**src/rtl/store_buffer_pkg.sv**
```systemverilog
// Shared widths and entry layout for the store buffer and anything that
// models its pending stores.
package store_buffer_pkg;
  localparam int SB_DEPTH  = 4;
  localparam int SB_ADDR_W = 8;
  localparam int SB_DATA_W = 8;
  localparam int SB_PTR_W  = $clog2(SB_DEPTH);

  typedef struct packed {
    logic [SB_ADDR_W-1:0] addr;
    logic [SB_DATA_W-1:0] data;
  } sb_entry_t;
endpackage

```
**src/rtl/sb_forward_match.sv**
```systemverilog
// Load-to-store forwarding search: scans pending entries oldest to youngest
// starting at rd_ptr, so the youngest matching store ends up selected.
module sb_forward_match
  import store_buffer_pkg::*;
#(
  parameter int DEPTH  = SB_DEPTH,
  parameter int ADDR_W = SB_ADDR_W,
  parameter int DATA_W = SB_DATA_W,
  parameter int PTR_W  = $clog2(DEPTH),
  parameter int CNT_W  = $clog2(DEPTH + 1)
) (
  input  logic [ADDR_W-1:0] entry_addr [DEPTH],
  input  logic [DATA_W-1:0] entry_data [DEPTH],
  input  logic [PTR_W-1:0]  rd_ptr,
  input  logic [CNT_W-1:0]  count,
  input  logic [ADDR_W-1:0] ld_addr,
  output logic              ld_hit,
  output logic [DATA_W-1:0] ld_data
);

  logic [PTR_W-1:0] age_idx [DEPTH];
  logic [DEPTH-1:0] match_rot;

  // Bit k of match_rot is the entry k places behind the head (k=0 oldest).
  always_comb begin
    for (int k = 0; k < DEPTH; k++) begin
      age_idx[k]   = rd_ptr + PTR_W'(k);
      match_rot[k] = (CNT_W'(k) < count) && (entry_addr[age_idx[k]] == ld_addr);
    end
  end

  always_comb begin
    ld_hit  = 1'b0;
    ld_data = '0;
    for (int k = 0; k < DEPTH; k++) begin
      if (match_rot[k]) begin
        ld_hit  = 1'b1;
        ld_data = entry_data[age_idx[k]];
      end
    end
  end

endmodule

```
**src/rtl/store_buffer.sv**
```systemverilog
// In-order store buffer ahead of the data memory write port: one push and
// one drain per cycle, with youngest-match forwarding to loads.
//
// Handshake: a store transfers on any posedge where st_valid && st_ready;
// st_ready depends only on registered state (never on st_valid or a
// same-cycle drain), and a drain transfers whenever mem_writeEn is high.
module store_buffer
  import store_buffer_pkg::*;
#(
  parameter int DEPTH  = SB_DEPTH,
  parameter int ADDR_W = SB_ADDR_W,
  parameter int DATA_W = SB_DATA_W
) (
  input  logic              clk,
  input  logic              rst,
  input  logic              st_valid,
  input  logic [ADDR_W-1:0] st_addr,
  input  logic [DATA_W-1:0] st_data,
  output logic              st_ready,
  input  logic [ADDR_W-1:0] ld_addr,
  output logic              ld_hit,
  output logic [DATA_W-1:0] ld_data,
  input  logic              mem_hold,
  output logic              mem_writeEn,
  output logic [ADDR_W-1:0] mem_address,
  output logic [DATA_W-1:0] mem_writeData,
  output logic              empty
);

  localparam int PTR_W = $clog2(DEPTH);
  localparam int CNT_W = $clog2(DEPTH + 1);

  logic [ADDR_W-1:0] entry_addr [DEPTH];
  logic [DATA_W-1:0] entry_data [DEPTH];
  logic [PTR_W-1:0]  rd_ptr;
  logic [PTR_W-1:0]  wr_ptr;
  logic [CNT_W-1:0]  count;

  logic push;
  logic drain;
  logic fwd_hit;
  logic [DATA_W-1:0] fwd_data;

  assign st_ready    = !rst && (count != CNT_W'(DEPTH));
  assign push        = st_valid && st_ready;
  assign drain       = !rst && (count != '0) && !mem_hold;
  assign mem_writeEn = drain;
  assign empty       = rst || (count == '0);

  assign mem_address   = (count != '0) ? entry_addr[rd_ptr] : '0;
  assign mem_writeData = (count != '0) ? entry_data[rd_ptr] : '0;

  always_ff @(posedge clk) begin
    if (rst) begin
      rd_ptr <= '0;
      wr_ptr <= '0;
      count  <= '0;
    end else begin
      if (push)  wr_ptr <= wr_ptr + 1'b1;
      if (drain) rd_ptr <= rd_ptr + 1'b1;
      case ({push, drain})
        2'b10:   count <= count + 1'b1;
        2'b01:   count <= count - 1'b1;
        default: count <= count;
      endcase
    end
  end

  // Entry payloads carry no reset; only slots between the pointers are meaningful.
  always_ff @(posedge clk) begin
    if (push) begin
      entry_addr[wr_ptr] <= st_addr;
      entry_data[wr_ptr] <= st_data;
    end
  end

  sb_forward_match #(
    .DEPTH  (DEPTH),
    .ADDR_W (ADDR_W),
    .DATA_W (DATA_W),
    .PTR_W  (PTR_W),
    .CNT_W  (CNT_W)
  ) u_fwd (
    .entry_addr (entry_addr),
    .entry_data (entry_data),
    .rd_ptr     (rd_ptr),
    .count      (count),
    .ld_addr    (ld_addr),
    .ld_hit     (fwd_hit),
    .ld_data    (fwd_data)
  );

  assign ld_hit  = !rst && fwd_hit;
  assign ld_data = rst ? '0 : fwd_data;

endmodule

```
**config.mk**
```make
export PLATFORM = sky130hd
export DESIGN_NAME = store_buffer
export DESIGN_NICKNAME = d
export VERILOG_FILES = /design/src/rtl/store_buffer_pkg.sv /design/src/rtl/sb_forward_match.sv /design/src/rtl/store_buffer.sv
export SDC_FILE = /design/constraint.sdc
export NUM_CORES = 1
export LEC_CHECK = 0
export CORE_MARGIN = 2
export CORE_UTILIZATION = 45
export DETAILED_ROUTE_END_ITERATION = 8
export HOLD_SLACK_MARGIN = 0.15
export PLACE_DENSITY_LB_ADDON = 0.3
export REMOVE_ABC_BUFFERS = 1
export SLEW_MARGIN = 20
export SYNTH_ARGS = -nofsm -noshare
export SYNTH_HDL_FRONTEND = slang
export SYNTH_SLANG_ARGS = --single-unit
```
**constraint.sdc**
```tcl
create_clock -name clk -period 9.2 [get_ports clk]
set_clock_uncertainty 0.2 [all_clocks]
set_input_delay 1.84 -clock clk [delete_from_list [all_inputs] [get_ports clk]]
set_output_delay 1.84 -clock clk [all_outputs]
set_load 0.05 [all_outputs]
```
Yosys cells after proc, flatten, opt, wreduce, memory -nomap -nowiden
Cells that the tools add are included.
{"block": "op_classes", "n_shift": 0, "n_eq_ne": 7, "n_lt_le_gt_ge": 10, "n_mux": 40, "div": 0, "reduce_logical": 16, "n_addsub": 6, "multipliers": 0, "bitwise_logic": 5}
{"operator": "8-bit two-way mux", "count": 24}
{"operator": "8-bit binary-select mux with 2-bit select", "count": 8}
{"operator": "32-bit bitwise mux", "count": 2}
{"operator": "8-bit equality test", "count": 4}
{"operator": "8-bit demux with 2-bit select", "count": 1}
{"operator": "3-bit >= comparator (second input constant)", "count": 5}
{"operator": "2-bit NOT with 3-bit output", "count": 5}
{"operator": "1-bit logical AND", "count": 10}
{"operator": "1-bit by 3-bit < comparator with 1-bit output (first input constant)", "count": 2}
{"operator": "2-bit by 3-bit < comparator with 1-bit output (first input constant)", "count": 2}
{"operator": "3-bit one-hot mux with 2 select lines", "count": 1}
{"operator": "2-bit by 1-bit adder with 2-bit output (second input constant)", "count": 2}
{"operator": "2-bit adder (second input constant)", "count": 2}
{"operator": "1-bit two-way mux", "count": 4}
{"operator": "3-bit by 1-bit adder with 3-bit output (second input constant)", "count": 1}
{"operator": "3-bit logical NOT", "count": 1}
{"operator": "3-bit by 1-bit < comparator with 1-bit output (second input constant)", "count": 1}
{"operator": "3-bit != test (second input constant)", "count": 1}
{"operator": "3-bit nonzero test", "count": 1}
{"operator": "3-bit by 1-bit subtractor with 3-bit output (second input constant)", "count": 1}
{"operator": "2-bit by 1-bit equality test with 1-bit output (second input constant)", "count": 1}
{"operator": "2-bit equality test (second input constant)", "count": 1}
{"operator": "1-bit logical NOT", "count": 2}
{"operator": "2-bit nonzero test", "count": 1}
{"operator": "1-bit logical OR", "count": 1}
{"block": "word_totals", "rom_bits": 0, "latchBits": 0, "inputBits": 28, "out_inout_bits": 28, "reg_bits": 71, "mem_bits_rw": 0, "memories": 0}

Longest topological paths before layout
Gate-level depths: netlist of the first run.
{"block": "logic_depth", "ltp_word": 11, "mapped_depth": 12}

By module
From an unflattened synthesis of the first run, not the netlist that was laid out.
{"block": "unflattened", "cells_unflattened": 462, "hier_area_um2": 5320.1}
{"module": "store_buffer", "instances": 1, "seq_area_each_um2": 2062.0, "cells_per_inst": 162, "area_per_inst_um2": 2934.1}
{"module": "sb_forward_match", "instances": 1, "seq_area_each_um2": 0.0, "cells_per_inst": 300, "area_per_inst_um2": 2386.0}

Worst setup path before layout of the first run
No wires, ideal clock.
{"block": "synth_timing", "path_kind": "in2out", "startpoint": "in ld_addr[5]", "endpoint": "out ld_data[2]", "t_required_ns": 7.160, "t_arrival_ns": 4.505, "cell_stages": 8, "setup_slack_ns": 2.655, "cell_sequence": "clkbuf_1 o22ai_1 a21oi_1 nand4_1 a211oi_4 a2bb2oi_4 o211ai_1 a221oi_1"}
{"block": "synth_via", "elab_chain_cells": 7, "elab_cells_between_ends": 13, "cone_classes": "eq/ne: 4; mux: 5; reduce/logical: 4"}
{"item": "start: declaration", "line": "store_buffer.sv:20", "source": "input logic [ADDR_W-1:0] ld_addr,"}
{"item": "8-bit equality test", "line": "sb_forward_match.sv:28", "source": "match_rot[k] = (CNT_W'(k) < count) && (entry_addr[age_idx[k]] == ld_addr);"}
{"item": "1-bit logical AND", "line": "sb_forward_match.sv:28"}
{"item": "8-bit two-way mux (3 in a row)", "line": "sb_forward_match.sv:36", "source": "if (match_rot[k]) begin"}
{"item": "8-bit two-way mux *", "line": "sb_forward_match.sv:36"}
{"item": "8-bit two-way mux *", "line": "store_buffer.sv:94", "source": "assign ld_data = rst ? '0 : fwd_data;"}
{"item": "end: declaration", "line": "store_buffer.sv:22", "source": "output logic [DATA_W-1:0] ld_data,"}
Mark *: on every way between the ends. The rest lies on a longest branch, timed or not.

Worst setup path after layout of the first run
{"block": "layout_timing", "startpoint": "in ld_addr[7]", "endpoint": "out ld_data[4]"}
Same word-level chain as after synthesis.

==> flow_summary.toml, run 1 <==
[clocking]
htree_levels = 3
clock_sinks = 71
cts_buffers = 9
clk_pin_slew_ps = 70
cts_tree = "done"
cts_root_buffer = "clkbuf_8"
postCtsResizedCells = 0
cts_buffer_depth = 2
cts_hold_buffers = 0
clock_latency_ps = 360
cts_setup_buffers = 0

[grt]
overflow = 0
busiest_layer = "met2"
grt_max_degree = 42
antenna_found_initial = 0
grt_util_met2 = 0.326
grt.met3_usage = 0.0319
met1_usage = 0.281
grt_usage = 0.205
grt_pass1_vias = 3501
grt_pass1_wl_um = 18200

[timing]
setup_viol = 0
period_minus_slack_ps = 7420
grt_setup_unrepaired = "no"
fin_crit_sh = 0.807
clock.fmax_mhz = 135
fin_hold_ws_ps = 365
tns_ps = 0
hold_viol_final = 0
slew_viol_final = 0
worst_slew_pin_slew_ps = 1090
maxSlewHeadroom = 0.272

[floorplanning]
fp.dieH_um = 108
fp-row-count = 38
die-area_mm2 = 0.0118
core_area_mm2 = 0.0107
dieWidth_um = 108
initial_core_util = 0.457
pin_count = 56

[routing]
drc = 0
dr.pass1.iters = 5
antenna_left = 0
vias = 3596
wirelength_um = 11300
post_drt_via_cell_ratio = 5.82
avgRoutedWirePerCell_um = 18.3
drt_iter0_drc = 252

[critical_path]
crit_fanout = 10
arrival_ps = 5380
critPathMaxStageDelay_ps = 870
endpoint = "ld_data[4]"
crit_required_ps = 7160
worstRegToRegCells = 9
crit_chain = "clkdlybuf4s50_1 > xnor2_1 > nor3_1 > o211ai_1 > buf_4 > nor2_2 > xnor2_1 > o211ai_1 > a221oi_1 > clkdlybuf4s50_1"
r2r-end = "count[2]"
cp_slowest_cell = "clkdlybuf4s50_1"
r2r_setup_slack_ps = 6120
r2r_start = "count[0]"
crit_type = "input port to output port"
crit_start = "ld_addr[7]"
startpoint_type = "input port"
end_kind = "output port"

[placement]
place.gp.congestion = 0.840
io_buffers = 55
place_hpwl_um = 7770

[power]
power.density_mw_per_mm2 = 153
pwr-share-clk = 0.241
vdd_drop_max_uv = 78.7
power_frac_seq = 0.441
swShare = 0.347
p_comb_frac = 0.318
power_leakage_nw = 1.76
p_int_mw = 0.567
p_sw_mw = 0.301

[cells_and_area]
area_delta_synth_final_pct = 15.5
final_common_cell = "edfxtp_1"
layout_common_cells = "edfxtp_1 (64), clkdlybuf4s50_1 (55), mux2i_1 (50)"
drive_gt1_frac = 0.134
diodes = 0
fillers = 959
nets = 510

[synth]
synth_edf_count = 64
yosys.area.top_type = "edfxtp_1"
synthFlopType = "edfxtp_1"
synth_area_mm2 = 0.00491
synth_warnings = 0
syn_inst = 436
yosys.area.top_type_share = 0.391
synth_area_per_cell_um2 = 11.3
synth_cell_type_count = 50
netlist_top_cells_area = "edfxtp_1 (39%), mux2i_1 (10%), mux4_2 (7.8%)"
synth-seq-cells = 71
yosysSeqAreaShare = 0.420
async_flop_share = 0

[run_status]
outcome = "finished, final reports clean"

[min_path]
worstHoldPathType = "flip-flop to flip-flop"
hold_depth = 2

[flow_run]
cap_violations = 0
-- cell type report --
type                            count  area [um^2]  share of cell area
Clock inverter                      5         25.0             0.00441
Inverter                           15         56.3             0.00993
Tap cell                          140          175              0.0309
Multi-Input combinational cell    315         2620               0.462
Timing Repair Buffer               61          596               0.105
Clock buffer                       11          131              0.0232
Sequential cell                    71         2070               0.364
-- metal layers --
layer  share of wire  routed length, um
met5               0                  0
met4           0.023                255
met3           0.062                701
met2            0.47               5330
met1            0.45               5050
-- cell usage after synthesis (2+ instances only) --
| master | number |
|---|---|
| a211oi_1 | 11 |
| a21oi_1 | 27 |
| a221oi_1 | 4 |
| a22o_1 | 3 |
| a31oi_1 | 5 |
| and2_1 | 10 |
| and3_1 | 5 |
| buf_1 | 3 |
| buf_2 | 12 |
| buf_6 | 5 |
| clkbuf_1 | 14 |
| dfxtp_1 | 7 |
| edfxtp_1 | 64 |
| ha_1 | 9 |
| inv_1 | 15 |
| mux2_2 | 15 |
| mux2i_1 | 50 |
| mux2i_2 | 2 |
| mux4_2 | 17 |
| nand2_1 | 20 |
| nand3_1 | 5 |
| nand3b_1 | 2 |
| nand4_1 | 6 |
| nor2_1 | 27 |
| nor2b_1 | 3 |
| nor3_1 | 16 |
| nor4_1 | 4 |
| o2111ai_1 | 2 |
| o211ai_1 | 6 |
| o21a_1 | 2 |
| o21ai_0 | 8 |
| or2_2 | 2 |
| or3_1 | 2 |
| xnor2_1 | 31 |
| xor2_1 | 7 |
-- worst max-delay path: cells and delay by family --
family	cells	cell delay, ps
buf+inv	3	1720
compound gates	3	980
xor+xnor	2	640
simple gates	2	190
-- registers in the layout, summed over array words and instances (netlist names) --
name,flops
entry_addr,32
entry_data,32
count,3
rd_ptr,2
wr_ptr,2
-- worst min-delay path by stage --
| stage | start | end |
|---|---|---|
| after global placement | wr_ptr[1] | wr_ptr[1] |
| after CTS | wr_ptr[1] | wr_ptr[1] |
| after detailed placement | wr_ptr[1] | wr_ptr[1] |
| after global routing | wr_ptr[1] | wr_ptr[1] |
| after floorplan | wr_ptr[1] | wr_ptr[1] |
| final | wr_ptr[1] | wr_ptr[1] |
-- through the flow --
stage	total power, mW	cell area (um^2)	std cells	setup WS (ps)	util
after floorplan	0.572	4720	401	1310	-
after detailed placement	0.664	5500	601	1480	0.512
after global routing	0.905	5670	618	1680	0.528
after global placement	0.661	5500	601	1600	0.512
final	0.868	5670	618	1780	0.528
after CTS	0.871	5660	617	1440	0.527
-- cell families (layout without fill, tap and decap cells) --
group           count (synthesis)  in the layout  share of synthesized area
simple gates                  107            107                      0.110
fa+ha+maj                       9              9                     0.0229
flops                          71             71                      0.420
buf+inv                        50             92                     0.0497
compound gates                 77             77                      0.110
mux                            84             84                      0.220
xor+xnor                       38             38                     0.0678
-- power groups by stage --
stage / clock network [mW] / registers (mW) / logic [mW]
2_1_floorplan: 0 / 0.390 / 0.183
3_3_place_gp: 0 / 0.389 / 0.272
3_5_place_dp: 0 / 0.390 / 0.274
4_1_cts: 0.213 / 0.383 / 0.275
5_1_grt: 0.224 / 0.385 / 0.296
6_report: 0.209 / 0.383 / 0.276
No activity file was read; power rests on OpenSTA's default activity.
==> run 2: changes to the inputs <==
==> constraint.sdc (replaced) <==
create_clock -name clk -period 7.2 [get_ports clk]
set_clock_uncertainty 0.2 [all_clocks]
set_input_delay 1.44 -clock clk [delete_from_list [all_inputs] [get_ports clk]]
set_output_delay 1.44 -clock clk [all_outputs]
set_load 0.05 [all_outputs]
==> flow_summary.toml, run 2 (same netlist as run 1, synthesis figures left out) <==
[floorplanning]
initial_core_util = 0.457
fp-row-count = 38
core_area_mm2 = 0.0107
die-area_mm2 = 0.0118
fp.dieH_um = 108
pin_count = 56
dieWidth_um = 108

[clocking]
cts_hold_buffers = 0
cts_buffers = 9
cts_setup_buffers = 0
htree_levels = 3
postCtsResizedCells = 0
cts_root_buffer = "clkbuf_8"
clock_sinks = 71
clock_latency_ps = 360
cts_tree = "done"
cts_buffer_depth = 2
clk_pin_slew_ps = 70

[critical_path]
arrival_ps = 4900
cp_common_cell = "clkdlybuf4s50_1"
startpoint_type = "input port"
cp_slowest_cell = "clkdlybuf4s50_1"
crit_fanout = 12
crit_type = "input port to output port"
end_kind = "output port"
critPathMaxStageDelay_ps = 870
crit_required_ps = 5560
crit_chain = "clkdlybuf4s50_1 > a22o_1 > nor3_1 > o211ai_1 > or2_1 > o41a_1 > nand4_1 > a221oi_1 > clkdlybuf4s50_1"

[cells_and_area]
finalNonFillerCells = 620
final_common_cell = "edfxtp_1"
area_delta_synth_final_pct = 16.6
drive_gt1_frac = 0.140
fillers = 967
multi_input_comb_area_mm2 = 0.00261
layout_common_cells = "edfxtp_1 (64), clkdlybuf4s50_1 (55), mux2i_1 (50)"
top_regs = "entry_addr x32, entry_data x32, count x3"
final-seq-area_mm2 = 0.00207
diodes = 0
final_area_mm2 = 0.00573
nets = 512

[timing]
period_minus_slack_ps = 6540
maxSlewHeadroom = 0.279
setup_viol = 0
grt_setup_unrepaired = "no"
clock.fmax_mhz = 153
hold_viol_final = 0
fin_crit_sh = 0.908
worst_slew_pin_slew_ps = 1080
slew_viol_final = 0
tns_ps = 0

[routing]
drt_iter0_drc = 172
vias = 3571
dr.pass1.iters = 4
drc = 0
post_drt_via_cell_ratio = 5.76
avgRoutedWirePerCell_um = 18.2
antenna_left = 0
wirelength_um = 11300

[grt]
grt_max_degree = 57
antenna_found_initial = 0
grt_pass1_vias = 3532
overflow = 0
grt_pass1_wl_um = 17700
grt_usage = 0.198

[run_status]
outcome = "finished, final reports clean"

[power]
power.density_mw_per_mm2 = 205
power_leakage_nw = 1.80
power_mw = 1.17
vdd_drop_max_uv = 81.0

[min_path]
worstHoldPathType = "flip-flop to flip-flop"

[placement]
place_hpwl_um = 7730
placedCellCount = 604
placed_area_mm2 = 0.00552
place.gp.congestion = 0.883
io_buffers = 55

[flow_run]
cap_violations = 0
run 2: critical path, delay by kind of cell:
family                 cells  cell delay [ps]
AOI/OAI and AO/OA          4             1350
and+or+nand+nor            3              580
buffers and inverters      2             1530
run 2: through the flow:
stage | setup WS (ps) | hold WS, ps | utilization
after CTS | 679 | 351 | 0.533
after global placement | 727 | 330 | 0.514
after global routing | 526 | 385 | 0.533
final | 661 | 365 | 0.533
after floorplan | -286 | 306 | -
after detailed placement | 694 | 340 | 0.514
run 2: routing by layer:
layer  wire (um)  GRT usage  vias to the layer above
li1            -          -                     1721
met1        5170      0.260                     1737
met2        5390      0.316                       91
met3         445     0.0350                       22
met4         272     0.0943                        0
met5           0          0                        -
run 2: final cells by class:
class,count,share of cell area
tap,140,0.0306
sequential,71,0.361
clock buffer,13,0.0295
clock inverter,3,0.00699
inverter,15,0.00983
multi-input combinational,315,0.456
timing repair buffer,63,0.107
run 2: final timing paths:
kind	slack (ps)	to	start	cells after the start
setup / recovery	660	ld_data[6]	ld_addr[1]	9
hold / removal	360	wr_ptr[1]	wr_ptr[1]	2
setup reg to reg	4430	count[2]	count[0]	9
hold reg to reg	360	wr_ptr[1]	wr_ptr[1]	2
run 2: power by group:
group / switching [mW] / internal (mW)
registers: 0.0138 / 0.465
logic: 0.224 / 0.138
clock network: 0.145 / 0.187
